==> config.mk <==
export PLATFORM = sky130hd
export DESIGN_NAME = imem_loader
export DESIGN_NICKNAME = d
export VERILOG_FILES = /design/src/rtl/imem_loader_pkg.sv /design/src/rtl/imem_loader_word_assembler.sv /design/src/rtl/imem_loader.sv
export SDC_FILE = /design/constraint.sdc
export NUM_CORES = 1
export LEC_CHECK = 0
export ABC_AREA = 0
export BUFFER_PORTS_ARGS = -buffer_cell sky130_fd_sc_hd__clkbuf_2
export CAP_MARGIN = 20
export CORE_MARGIN = 3
export CORE_UTILIZATION = 25
export CTS_CLUSTER_DIAMETER = 120
export CTS_CLUSTER_SIZE = 20
export DETAILED_ROUTE_END_ITERATION = 7
export PLACE_DENSITY = 0.44
export SLEW_MARGIN = 25
export SYNTH_ARGS = -nofsm -noshare
export SYNTH_HDL_FRONTEND = slang
export SYNTH_SLANG_ARGS = --single-unit
==> constraint.sdc <==
create_clock -name clk -period 1.7 [get_ports clk]
set_clock_uncertainty 0.2 [all_clocks]
set_input_delay 0.085 -clock clk [delete_from_list [all_inputs] [get_ports clk]]
set_output_delay 0.085 -clock clk [all_outputs]
set_load 0.05 [all_outputs]
==> src/rtl/imem_loader_pkg.sv <==
// ============================================================================
// Module   : imem_loader_pkg
// Brief    : Shared types and constants for the instruction-memory boot loader.
// Revision : 1.0 - initial release
// ============================================================================
`default_nettype none

package imem_loader_pkg;

    localparam int          IMEM_WORDS           = 256;
    localparam logic [31:0] IMEM_SUPERVISOR_MASK = 32'h7FFF_FFFF;

    typedef enum logic [2:0] {
        ST_IDLE  = 3'd0,
        ST_LOAD  = 3'd1,
        ST_WRITE = 3'd2,
        ST_CHECK = 3'd3,
        ST_DONE  = 3'd4,
        ST_ERROR = 3'd5
    } loader_state_t;

    function automatic logic state_accepts_byte(input loader_state_t s);
        return (s == ST_IDLE) || (s == ST_LOAD) || (s == ST_CHECK);
    endfunction

endpackage

`default_nettype wire

==> src/rtl/imem_loader_word_assembler.sv <==
// ============================================================================
// Module   : word_assembler
// Brief    : Big-endian byte-to-word shifter with byte counter and XOR checksum.
// Revision : 1.0 - initial release
// ============================================================================
`default_nettype none

module word_assembler (
    input  logic        clk,
    input  logic        rst,
    input  logic        i_clear,
    input  logic        i_shift,
    input  logic [7:0]  i_byte,
    output logic [31:0] o_word,
    output logic [7:0]  o_csum,
    output logic        o_word_full
);

    logic [31:0] r_word;
    logic [1:0]  r_cnt;
    logic [7:0]  r_csum;

    always_ff @(posedge clk) begin
        if (rst) begin
            r_word <= 32'd0;
            r_cnt  <= 2'd0;
            r_csum <= 8'd0;
        end else if (i_clear) begin
            r_cnt  <= 2'd0;
            r_csum <= 8'd0;
        end else if (i_shift) begin
            r_word <= {r_word[23:0], i_byte};
            r_csum <= r_csum ^ i_byte;
            r_cnt  <= r_cnt + 2'd1;
        end
    end

    // Strobe coincides with the transfer of the 4th byte of a word.
    assign o_word_full = i_shift && (r_cnt == 2'd3);
    assign o_word      = r_word;
    assign o_csum      = r_csum;

endmodule

`default_nettype wire

==> src/rtl/imem_loader.sv <==
// ============================================================================
// Module   : imem_loader
// Brief    : Boot-time byte-stream loader for the instruction memory; holds the
//            CPU in reset until the image is written and its checksum matches.
// Revision : 1.0 - initial release
// ============================================================================
`default_nettype none

module imem_loader
    import imem_loader_pkg::*;
#(
    parameter int IMEM_WORDS = imem_loader_pkg::IMEM_WORDS
) (
    input  logic        clk,
    input  logic        reset,
    input  logic        start,
    input  logic        byte_valid,
    input  logic [7:0]  byte_data,
    output logic        byte_ready,
    output logic        imem_we,
    output logic [31:0] imem_wa,
    output logic [31:0] imem_wd,
    output logic        cpu_hold,
    output logic        done,
    output logic        err
);

    localparam int c_IDX_W = (IMEM_WORDS > 1) ? $clog2(IMEM_WORDS) : 1;

    loader_state_t        r_state;
    loader_state_t        w_next;
    logic                 r_ready;
    logic [c_IDX_W-1:0]   r_idx;
    logic [c_IDX_W-1:0]   r_last;

    logic                 w_xfer;
    logic                 w_clear;
    logic                 w_shift;
    logic [31:0]          w_word;
    logic [7:0]           w_csum;
    logic                 w_word_full;
    logic [31:0]          w_wa_raw;

    assign w_xfer  = byte_valid && r_ready;
    assign w_shift = (r_state == ST_LOAD) && w_xfer;
    assign w_clear = ((r_state == ST_IDLE) && w_xfer) ||
                     (((r_state == ST_DONE) || (r_state == ST_ERROR)) && start);

    word_assembler u_word_assembler (
        .clk         (clk),
        .rst         (reset),
        .i_clear     (w_clear),
        .i_shift     (w_shift),
        .i_byte      (byte_data),
        .o_word      (w_word),
        .o_csum      (w_csum),
        .o_word_full (w_word_full)
    );

    always_comb begin
        w_next = r_state;
        case (r_state)
            ST_IDLE:  if (w_xfer) w_next = ST_LOAD;
            ST_LOAD:  if (w_word_full) w_next = ST_WRITE;
            ST_WRITE: w_next = (r_idx == r_last) ? ST_CHECK : ST_LOAD;
            ST_CHECK: if (w_xfer) w_next = (byte_data == w_csum) ? ST_DONE : ST_ERROR;
            ST_DONE:  if (start) w_next = ST_IDLE;
            ST_ERROR: if (start) w_next = ST_IDLE;
            default:  w_next = ST_IDLE;
        endcase
    end

    // Ready is registered from the next state so it stays low through reset.
    always_ff @(posedge clk) begin
        if (reset) begin
            r_state <= ST_IDLE;
            r_ready <= 1'b0;
            r_idx   <= '0;
            r_last  <= '0;
        end else begin
            r_state <= w_next;
            r_ready <= state_accepts_byte(w_next);
            if ((r_state == ST_IDLE) && w_xfer) begin
                r_last <= byte_data[c_IDX_W-1:0];
                r_idx  <= '0;
            end else if ((r_state == ST_WRITE) && (r_idx != r_last)) begin
                r_idx <= r_idx + 1'b1;
            end
        end
    end

    assign w_wa_raw   = {{(30 - c_IDX_W){1'b0}}, r_idx, 2'b00};
    assign imem_wa    = w_wa_raw & IMEM_SUPERVISOR_MASK;
    assign imem_wd    = w_word;
    assign imem_we    = (r_state == ST_WRITE);
    assign byte_ready = r_ready;
    assign done       = (r_state == ST_DONE);
    assign err        = (r_state == ST_ERROR);
    assign cpu_hold   = (r_state != ST_DONE);

endmodule

`default_nettype wire

==> results.sh <==
export IMPL_place_inst=569
export IMPL_drv_slew=0
export IMPL_switchingPower_mw=0.9820
export IMPL_worst_slack_ps=7.413
export IMPL_power_internal_mw=2.918
export IMPL_synth_seq_cells=62
export IMPL_ant_nets=0
export IMPL_grt_start_max_net_pins=45
export IMPL_io_pins=81
export IMPL_synth_flop_cell="dfxtp_1"
export IMPL_synthArstFlopShare=0
export IMPL_synth_edff_count=0
export IMPL_grt_ovfl_total=0
export IMPL_final_cell_mix="52 x clkbuf_2, 51 x dfxtp_1, 47 x nand2_1"
export IMPL_r2r_setup_slack_ps=70
export IMPL_mostFrequentLayoutCell="clkbuf_2"
export IMPL_p_per_area_mw_per_mm2=912.2
export IMPL_h_tree_depth=3
export IMPL_dp_hpwl_um=5265
export IMPL_grt_busiest_layer="met2"
export IMPL_finalWirelength_um=7484
export IMPL_first_global_vias=2329
export IMPL_synthAdderAreaFrac=0.007660
export IMPL_coreArea_mm2=0.01272
export IMPL_yosys_warnings=0
export IMPL_cpMaxStageDelayCell="dfxtp_2"
export IMPL_leakage_nw=1.622
export IMPL_post_route_util=0.3361
export IMPL_met3_usage=0.02526
export IMPL_via_count=2430
export IMPL_final_min_clock_period_ps=1693
export IMPL_drt_pass1_iterations=4
export IMPL_fmax_ghz=0.5908
export IMPL_antenna_found_initial=0
export IMPL_slew_headroom=0.6634
export IMPL_globalplace_congestion=0.7315
export IMPL_timing_rr_end="r_idx[6]"
export IMPL_path_clk_slew_ps=50
export IMPL_p_seq_frac=0.384
export IMPL_r2r_start="r_state[2]"
export IMPL_rows=41
export IMPL_synthXorXnorAreaFrac=0.06702
export IMPL_max_slew_worst_pin_slew_ps=504.9
export IMPL_min_path_type="input port to flop"
export IMPL_cp_num_buf_inv=3
export IMPL_cts_root_buf="clkbuf_16"
export IMPL_fin_crit_sh=0.9956
export IMPL_finalSetupTns_ps=0
export IMPL_die_w_um=120.3
export IMPL_p_clk_frac=0.509
export IMPL_ctsLongestPathBuffers=2
export IMPL_start_util=0.2568
export IMPL_portBuffers=56
export IMPL_numCtsBuffers=9
export IMPL_die_h_um=120.3
export IMPL_power_mw=3.900
export IMPL_max_stage_delay_ps=340
export IMPL_cp_end_kind="output port"
export IMPL_crit_cells=5
export IMPL_comb_power_share=0.108
export IMPL_worstSetupPathType="flop to output port"
export IMPL_clkSinkCount=62
export IMPL_nNetsFinal=434
export IMPL_crit_family="simple AND/OR/NAND/NOR gates"
export IMPL_num_antenna_cells=0
export IMPL_ys_seq_area_frac=0.3799
export IMPL_clkLatencyLatePin_ps=320
export IMPL_place_ws_ps=-44.72
export IMPL_path_cells="buf_6, or2b_4, nand2b_4, clkinvlp_4, clkbuf_16"
export IMPL_met2_usage=0.1619
export IMPL_grt_use_met1=0.1374
export IMPL_drv_cap=0
export IMPL_status="complete, no violations"
export IMPL_fin_cells=597
export IMPL_finalHoldViolCount=0
export IMPL_grt_first_pass_wirelength_um=11820
export IMPL_switching_share=0.2518
export IMPL_netlist_area_mm2=0.003267
export IMPL_setup_viol=0
export IMPL_drc=0
export IMPL_vias_per_cell=4.070
export IMPL_drtIter0Drc=87
export IMPL_syn_instance_count=343
export IMPL_ir_worst_vdd_uv=407.9
export IMPL_whs_path_depth=3
export IMPL_worst_ep_required_time_ps=1410
export IMPL_cp_arrival_ps=1410
export IMPL_crit_fanout=3
export IMPL_areaGrowthSynthToFinish_pct=30.87
export IMPL_synth_top_family_by_area="simple AND/OR/NAND/NOR gates"
export IMPL_min_from="byte_valid"
export IMPL_wl_per_cell_um=12.54
export IMPL_grt_usage=0.1022
export IMPL_synth_simple_gate_area_frac=0.2608
export IMPL_synth_mux_area_frac=0.04902
export IMPL_synth_cell_type_count=44
export IMPL_layout_drive_gt1_share=0.4612
export IMPL_synth_compound_area_frac=0.1268
export IMPL_die_area_mm2=0.01448
export IMPL_rsz0062_at_grt="yes"
export IMPL_hold_end="r_state[0]"
export IMPL_cts_tree="done"
export IMPL_syn_avg_cell_area_um2=9.524
export IMPL_startpoint_type="flop"
export IMPL_reg2reg_depth=6
## stage by stage
step	area, um2	hold WS [ps]
6_report	4275	8.113
5_1_grt	4275	39.02
4_1_cts	4213	0.7859
3_5_place_dp	3734	181.2
3_3_place_gp	3734	191.1
2_1_floorplan	3385	20.99
## power groups by stage
stage | logic [mW] | clock network, mW | registers (mW)
floorplan | 0.352 | 0 | 1.54
global placement | 0.400 | 0 | 1.53
detailed placement | 0.400 | 0 | 1.53
CTS | 0.419 | 2.04 | 1.50
global route | 0.450 | 2.11 | 1.50
finish | 0.421 | 1.98 | 1.50
## final cells by class
class / instances / area (um2)
clock buffer: 11 / 242.7
clock inverter: 5 / 82.58
fill: 1360 / 8447
inverter: 4 / 18.77
multi-input combinational: 258 / 1828
sequential: 62 / 1262
tap: 172 / 215.2
timing repair buffer: 85 / 625.6
## routing by layer
metal | share of wire | vias to the layer above
met1 | 0.48 | 1144
met4 | 0.0099 | 0
met5 | 0 | -
met3 | 0.033 | 5
met2 | 0.48 | 40
li1 | - | 1241
## sequential cells by signal, summed over array words and instances, names as in the netlist
name	cells
byte_ready	1
u_word_assembler.r_cnt	2
u_word_assembler.o_word	32
r_last	8
u_word_assembler.o_csum	8
r_idx	8
r_state	3
## worst max-delay path by stage
stage                    start                          to  slack [ps]
floorplan             r_idx[4]                  r_state[1]        -150
global placement    r_state[0]  u_word_assembler.o_word[6]         -10
detailed placement  r_state[0]  u_word_assembler.o_word[6]         -40
CTS                 r_state[2]                        done         -20
global route        r_state[2]                        done         -40
finish              r_state[2]                        done           7
## cell families after synthesis
kind of cell / after synthesis
and+or+nand+nor: 141
DFF: 62
AOI/OAI and AO/OA: 50
xor gates and xnor gates: 25
other: 1
buffers and inverters: 46
adders and majority gates: 2
muxes: 16
## synth_stat cells, types with 4 or more instances
master	n	area [um2]
dfxtp_1	62	1241
nor3b_2	8	100.1
nand2_2	30	187.7
mux2i_1	16	160.2
xnor2_1	17	148.9
nand4_1	7	43.79
clkbuf_1	4	15.01
nor2_1	22	82.58
a21oi_1	11	55.05
nand2b_1	8	50.05
a21oi_2	30	262.8
buf_6	4	45.04
xor2_1	8	70.07
buf_4	25	187.7
inv_1	4	15.01
buf_2	5	25.02
nand2_1	47	176.4
## worst reg2reg max path, stage by stage (launching register included)
cell and delay, ps:
dfxtp_2 330, buf_4 150, nor3b_4 260, buf_6 170, nand3_1 90, a21oi_2 130, mux2i_1 220
## repair_timing
action,CTS,global route
hold endpoints to repair,18,0
hold buffers,9,0
endpoints found under the setup margin,46,15
gates resized for setup,12,12
pin swaps,1,9
setup buffers,2,1
Power figures use the tool's default switching activity.
